## config.mk

```make
export PLATFORM = sky130hd
export DESIGN_NAME = uart_rx_fifo_ctrl
export DESIGN_NICKNAME = d
export VERILOG_FILES = /design/src/rtl/uart_rx_fifo_ctrl.sv
export SDC_FILE = /design/constraint.sdc
export NUM_CORES = 1
export LEC_CHECK = 0
export CORE_AREA = 4 4 67 69
export CTS_BUF_LIST = sky130_fd_sc_hd__clkbuf_16
export CTS_CLUSTER_SIZE = 25
export DETAILED_ROUTE_END_ITERATION = 8
export DIE_AREA = 0 0 71 73
export GPL_ROUTABILITY_DRIVEN = 0
export PLACE_DENSITY_LB_ADDON = 0.08
export RECOVER_POWER = 50
export REMOVE_ABC_BUFFERS = 1
export SETUP_SLACK_MARGIN = 0.15
export SYNTH_ARGS = -nofsm -noshare
export SYNTH_HDL_FRONTEND = slang
export SYNTH_SLANG_ARGS = --single-unit
export TNS_END_PERCENT = 10
```

## constraint.sdc

```tcl
create_clock -name clk -period 5.5 [get_ports clk]
set_clock_uncertainty 0.05 [all_clocks]
set_input_delay 0.825 -clock clk [delete_from_list [all_inputs] [get_ports clk]]
set_output_delay 0.825 -clock clk [all_outputs]
set_load 0.01 [all_outputs]
```

## src/rtl/uart_rx_fifo_ctrl.sv

```systemverilog
// ---------------------------------------------------------------------------
// uart_rx_fifo_ctrl
//   Drains completed bytes from the UART receiver (rx_valid / rx_read
//   handshake) into a small first-word-fall-through FIFO. The FIFO is offered
//   to the bus through a ready/valid pop port. The module also drives the UART
//   RTS pin (active low): the receiver's own RTS OR'd with a FIFO-almost-full
//   throttle. A sticky overrun flag records bytes that were dropped because
//   the FIFO was full.
//
// Optional feature (compile-time macro UART_RX_TIMEOUT_EN):
//   When defined, rx_timeout rises once the FIFO has held data with no push or
//   pop for TIMEOUT_CYCLES-1 consecutive cycles. It falls on the next push,
//   on the next pop, or when the FIFO is empty. When the macro is undefined,
//   rx_timeout is tied to 0.
//
// Ports
//   clk          in   system clock
//   resetn       in   synchronous, active-low reset
//   rx_valid     in   receiver holds a completed byte
//   rx_data      in   receiver byte, stable while rx_valid
//   rx_rts       in   receiver RTS (active low)
//   rx_read      out  one-cycle pulse: byte consumed, receiver may clear
//   uart_rts     out  RTS pin (active low), registered
//   rd_valid     out  FIFO non-empty
//   rd_data      out  FIFO head (first-word fall-through)
//   rd_ready     in   pop head when rd_valid & rd_ready
//   fill         out  current entry count, 0..FIFO_DEPTH
//   overrun      out  sticky: byte arrived while FIFO full
//   overrun_clr  in   clears overrun (a same-cycle new overrun wins)
//   rx_timeout   out  idle-with-data flag
// ---------------------------------------------------------------------------
module uart_rx_fifo_ctrl #(
  parameter int PAYLOAD_BITS   = 8,
  parameter int FIFO_DEPTH     = 4,
  parameter int RTS_THRESH     = 3,
  parameter int TIMEOUT_CYCLES = 1024
) (
  input  logic                         clk,
  input  logic                         resetn,
  input  logic                         rx_valid,
  input  logic [PAYLOAD_BITS-1:0]      rx_data,
  input  logic                         rx_rts,
  output logic                         rx_read,
  output logic                         uart_rts,
  output logic                         rd_valid,
  output logic [PAYLOAD_BITS-1:0]      rd_data,
  input  logic                         rd_ready,
  output logic [$clog2(FIFO_DEPTH):0]  fill,
  output logic                         overrun,
  input  logic                         overrun_clr,
  output logic                         rx_timeout
);

  localparam int AW = $clog2(FIFO_DEPTH);
  localparam int CW = AW + 1;

  localparam logic [CW-1:0] DEPTH_C  = CW'(FIFO_DEPTH);
  localparam logic [CW-1:0] THRESH_C = CW'(RTS_THRESH);
  localparam logic [CW-1:0] ZERO_C   = CW'(0);
  localparam logic [CW-1:0] ONE_C    = CW'(1);
  localparam logic [AW-1:0] PTR_ONE_C = AW'(1);

  typedef enum logic [1:0] {
    ST_IDLE = 2'b00,
    ST_ACK  = 2'b01,
    ST_WAIT = 2'b10
  } state_t;

  state_t                   state_r;
  state_t                   state_next_s;

  logic                     capture_s;
  logic                     rx_read_next_s;
  logic                     rx_read_r;

  logic [PAYLOAD_BITS-1:0]  mem_r [FIFO_DEPTH];
  logic [AW-1:0]            wr_ptr_r;
  logic [AW-1:0]            rd_ptr_r;
  logic [CW-1:0]            count_r;
  logic [CW-1:0]            count_next_s;

  logic                     rd_valid_r;
  logic                     pop_s;
  logic                     full_s;
  logic                     push_s;
  logic                     drop_s;

  logic                     overrun_r;
  logic                     uart_rts_r;

  // FSM state register.
  always_ff @(posedge clk) begin
    if (!resetn) begin
      state_r <= ST_IDLE;
    end else begin
      state_r <= state_next_s;
    end
  end

  // FSM next-state: WAIT holds until the receiver drops rx_valid so a held
  // byte is never captured twice.
  always_comb begin
    state_next_s = state_r;
    case (state_r)
      ST_IDLE: begin
        if (rx_valid) begin
          state_next_s = ST_ACK;
        end else begin
          state_next_s = ST_IDLE;
        end
      end
      ST_ACK: begin
        state_next_s = ST_WAIT;
      end
      ST_WAIT: begin
        if (!rx_valid) begin
          state_next_s = ST_IDLE;
        end else begin
          state_next_s = ST_WAIT;
        end
      end
      default: begin
        state_next_s = ST_IDLE;
      end
    endcase
  end

  // FSM outputs: capture the byte and request the rx_read pulse from IDLE only.
  always_comb begin
    capture_s      = 1'b0;
    rx_read_next_s = 1'b0;
    case (state_r)
      ST_IDLE: begin
        if (rx_valid) begin
          capture_s      = 1'b1;
          rx_read_next_s = 1'b1;
        end else begin
          capture_s      = 1'b0;
          rx_read_next_s = 1'b0;
        end
      end
      ST_ACK: begin
        capture_s      = 1'b0;
        rx_read_next_s = 1'b0;
      end
      ST_WAIT: begin
        capture_s      = 1'b0;
        rx_read_next_s = 1'b0;
      end
      default: begin
        capture_s      = 1'b0;
        rx_read_next_s = 1'b0;
      end
    endcase
  end

  // Push/pop qualification. A full FIFO still accepts a byte when the head
  // leaves in the same cycle. Otherwise the byte is dropped but still
  // acknowledged.
  always_comb begin
    pop_s  = rd_valid_r & rd_ready;
    full_s = (count_r == DEPTH_C);
    push_s = capture_s & (~full_s | pop_s);
    drop_s = capture_s & full_s & ~pop_s;
  end

  // Next fill level; simultaneous push and pop leave it unchanged.
  always_comb begin
    count_next_s = count_r;
    case ({push_s, pop_s})
      2'b10:   count_next_s = count_r + ONE_C;
      2'b01:   count_next_s = count_r - ONE_C;
      default: count_next_s = count_r;
    endcase
  end

  // FIFO storage and pointers; pointers wrap naturally (depth is a power of two).
  always_ff @(posedge clk) begin
    if (!resetn) begin
      for (int i = 0; i < FIFO_DEPTH; i++) begin
        mem_r[i] <= {PAYLOAD_BITS{1'b0}};
      end
      wr_ptr_r <= AW'(0);
      rd_ptr_r <= AW'(0);
      count_r  <= ZERO_C;
    end else begin
      if (push_s) begin
        mem_r[wr_ptr_r] <= rx_data;
        wr_ptr_r        <= wr_ptr_r + PTR_ONE_C;
      end else begin
        wr_ptr_r        <= wr_ptr_r;
      end
      if (pop_s) begin
        rd_ptr_r <= rd_ptr_r + PTR_ONE_C;
      end else begin
        rd_ptr_r <= rd_ptr_r;
      end
      count_r <= count_next_s;
    end
  end

  // Registered status outputs: rx_read pulse, rd_valid, RTS throttle, sticky overrun.
  always_ff @(posedge clk) begin
    if (!resetn) begin
      rx_read_r  <= 1'b0;
      rd_valid_r <= 1'b0;
      uart_rts_r <= 1'b1;
      overrun_r  <= 1'b0;
    end else begin
      rx_read_r  <= rx_read_next_s;
      rd_valid_r <= (count_next_s != ZERO_C);
      uart_rts_r <= rx_rts | (count_next_s >= THRESH_C);
      if (drop_s) begin
        overrun_r <= 1'b1;
      end else if (overrun_clr) begin
        overrun_r <= 1'b0;
      end else begin
        overrun_r <= overrun_r;
      end
    end
  end

`ifdef UART_RX_TIMEOUT_EN
  localparam int TW = $clog2(TIMEOUT_CYCLES);
  localparam logic [TW-1:0] TMO_LAST_C = TW'(TIMEOUT_CYCLES - 1);

  logic [TW-1:0] tmo_cnt_r;
  logic [TW-1:0] tmo_cnt_next_s;
  logic          rx_timeout_r;

  // Idle counter: restarts on any FIFO activity or when empty, saturates at the last value.
  always_comb begin
    tmo_cnt_next_s = tmo_cnt_r;
    if (push_s | pop_s | (count_r == ZERO_C)) begin
      tmo_cnt_next_s = TW'(0);
    end else if (tmo_cnt_r != TMO_LAST_C) begin
      tmo_cnt_next_s = tmo_cnt_r + TW'(1);
    end else begin
      tmo_cnt_next_s = tmo_cnt_r;
    end
  end

  // Timeout counter and flag registers.
  always_ff @(posedge clk) begin
    if (!resetn) begin
      tmo_cnt_r    <= TW'(0);
      rx_timeout_r <= 1'b0;
    end else begin
      tmo_cnt_r    <= tmo_cnt_next_s;
      rx_timeout_r <= (tmo_cnt_next_s == TMO_LAST_C);
    end
  end

  assign rx_timeout = rx_timeout_r;
`else
  // Timeout logic compiled out; the parameter is still referenced so both
  // builds elaborate with the same parameter set.
  localparam logic TMO_CFG_OK_C = 1'(TIMEOUT_CYCLES >= 2);
  assign rx_timeout = TMO_CFG_OK_C & 1'b0;
`endif

  assign rx_read  = rx_read_r;
  assign uart_rts = uart_rts_r;
  assign rd_valid = rd_valid_r;
  assign rd_data  = mem_r[rd_ptr_r];
  assign fill     = count_r;
  assign overrun  = overrun_r;

endmodule
```

==> reports/results.ini <==
[run_status]
outcome = complete, no violations

[power_and_ir_drop]
ir_drop_mv = 0.274
p_per_area_mw_per_mm2 = 387
p_leak_nw = 0.984

[setup_path]
start_kind = input port
cpPeakStageDelay_ns = 0.99
worstPathCellList = dlygate4sd3_1, or3b_1, a311o_1, o21ai_0
crit_slowest_cell = o21ai_0
worst-path-buf-inv = 1
critical_path_class = input port to flop
path_delay_family = compound AO/OA/AOI/OAI gates
crit_path_end_kind = flop
worstPathRequired_ns = 5.34
critical_path.max_fanout = 13
worstPathArrival_ns = 3.41

[timing]
relSlewSlack_pct = 15.6
worstMarginPinSlew_ns = 1.25
post-route-period-util_pct = 64.9
hold_violations = 0
max_freq_mhz = 280
drv_slew = 0
rsz0062_at_grt = no
setup_tns_ns = 0
fin_hold_ws_ns = 0.449
setup_viol = 0
period_minus_slack_ns = 3.57

[floorplanning]
die_y_microns = 73
pin_count = 30
initial_core_util_pct = 55.7
dieArea_sq_mm = 0.00518
die_w_microns = 71
rows = 23
core_sq_mm = 0.00391

[placed_design]
portBuffers = 28
detailed_place_hpwl_microns = 3090

[yosys]
synth_compound_gate_area_share_pct = 9.01
synth_area_leaders = edfxtp_1, dfxtp_1, mux4_2, and2_1, and3_1
synth_commonest_cells = edfxtp_1, and2_1, dfxtp_1, and3_1
async_flop_share_pct = 0
ys.flop_type = edfxtp_1
synth-simple-area-share_pct = 19.0
synth.area.mux_share_pct = 8.26
synth_xor_area_share_pct = 1.20
yosysWarnings = 0
synth_seq_cells = 47
synth_top_area_share_pct = 44.1
synth_top_cell_by_area = edfxtp_1
synth_edf_count = 32
synthDistinctLibCells = 41
avgSynthCellArea_sq_um = 12.6
netlist_instances = 173
yosys.area_share.adder_pct = 0.918
yosysSeqAreaShare_pct = 57.8
yosysMostFrequentCell = edfxtp_1
synth_area_sq_mm = 0.00218
synth_top_family_by_area = simple AND/OR/NAND/NOR gates

[clock_tree]
post_cts_resized = 0
cts_hold_buf = 0
cts-root-buf = clkbuf_16
path_clk_slew_ns = 0.06
post_cts_buffers = 0
clock_latency_ns = 0.28
cts_sinks = 47
cts_tree = built
cts_buffers = 5
clockBufferDepth = 2
htree_num_levels = 2

[route]
wirelength_met1_microns = 1680
avgRoutedWirePerCell_microns = 17.6
viasPerCell = 5.93
initialDrtViolationCount = 112
dr.pass1.iters = 4
dr_wl_met2_microns = 2320
top_layer_used = met4
drt-total-wl_microns = 4380
drc_errors = 0
vias = 1477
dr_wl_met3_microns = 240
drtAntennaViolNets = 0

[global_route]
grt_overflow_total = 0
grt_usage_pct = 19.2
grt_pass1_vias = 1509
grt_pass1_wl_microns = 7490
antenna_found_initial = 0
grt_max_degree = 15

[finish]
final_nets = 213
syn_to_final_growth_pct = 21.2
n_antenna_cell = 0
drive_gt1_share_pct = 9.05

[job]
maxCapViolCount = 0

[min_path]
min_path_type = flop to flop

[worst min-delay path, stage by stage, from the launching register on]
cell and delay [ns]:
dfxtp_1 0.32, nand2b_1 0.07, a21oi_1 0.06
[per-layer routing]
metal	vias to the layer above	GRT usage (%)
met5	-	0
met4	0	7.72
met3	17	3.58
met2	67	34.3
met1	708	22.9
li1	685	-
[final cells by class]
class                   instances  area [sq um]
fillers                       307          1270
flip-flops and latches         47          1260
multi-input cells             109           825
repair buffers                 28           280
clock buffers                   5           125
clock inverters                 3          63.8
well taps                      50          62.6
inverters                       7          26.3
[where the power goes]
| group | internal [mW] | switching (mW) | leakage [nW] | total, mW |
|---|---|---|---|---|
| sequential | 0.413 | 0.0320 | 0.455 | 0.445 |
| combinational | 0.102 | 0.0995 | 0.433 | 0.201 |
| clock | 0.258 | 0.118 | 0.0952 | 0.377 |
[sequential cells by signal, summed over array words and instances, names as in the netlist, named ones only]
register and count:
mem_r 32, uart_rts 1, wr_ptr_r 2, rd_ptr_r 2
fill 3, overrun 1, rx_read 1, state_r 2
rd_valid 1
[cell families after synthesis]
kind of cell	count (synthesis)
simple gates	72
flops	47
compound gates	24
buf+inv	17
mux	8
xor+xnor	3
fa+ha+maj	1
other cells	1
[cell usage in the layout (no fill, tap or decap), drive strengths merged, types with 2 or more instances in the layout]
| cell | Yosys | final |
|---|---|---|
| a21oi | 6 | 6 |
| nor3 | 5 | 5 |
| and2 | 25 | 25 |
| xnor2 | 2 | 2 |
| a211oi | 2 | 2 |
| mux4 | 8 | 8 |
| clkdlybuf4s50 | 0 | 18 |
| inv | 7 | 8 |
| clkbuf | 4 | 5 |
| dfxtp | 15 | 15 |
| edfxtp | 32 | 32 |
| nand2 | 8 | 8 |
| dlygate4sd3 | 0 | 10 |
| nand2b | 2 | 2 |
| a211o | 3 | 3 |
| nor4 | 3 | 3 |
| nor2 | 10 | 10 |
| and3 | 11 | 11 |
| bufinv | 0 | 2 |
| o21ai | 4 | 4 |
| nand3 | 3 | 3 |
[worst paths after layout]
check	start	to	slack, ns	depth (start not counted)
worst max-delay path	rx_valid	mem_r[1][3]	1.93	4
worst min-delay path	state_r[0]	state_r[1]	0.45	2
worst max register to register	state_r[1]	mem_r[1][3]	2.68	3
worst min register to register	state_r[0]	state_r[1]	0.45	2
[stage by stage]
| stage | setup slack [ns] | cell area [sq um] | utilization (%) | power, mW | instances |
|---|---|---|---|---|---|
| floorplan | 2.76 | 2130 | - | 0.571 | 163 |
| global placement | 1.87 | 2470 | 63.1 | 0.653 | 241 |
| detailed placement | 1.84 | 2470 | 63.1 | 0.660 | 241 |
| CTS | 2.14 | 2660 | 68.0 | 1.04 | 249 |
| global route | 1.75 | 2640 | 67.6 | 1.07 | 249 |
| finish | 1.93 | 2640 | 67.6 | 1.02 | 249 |
Power figures use the tool's default switching activity.
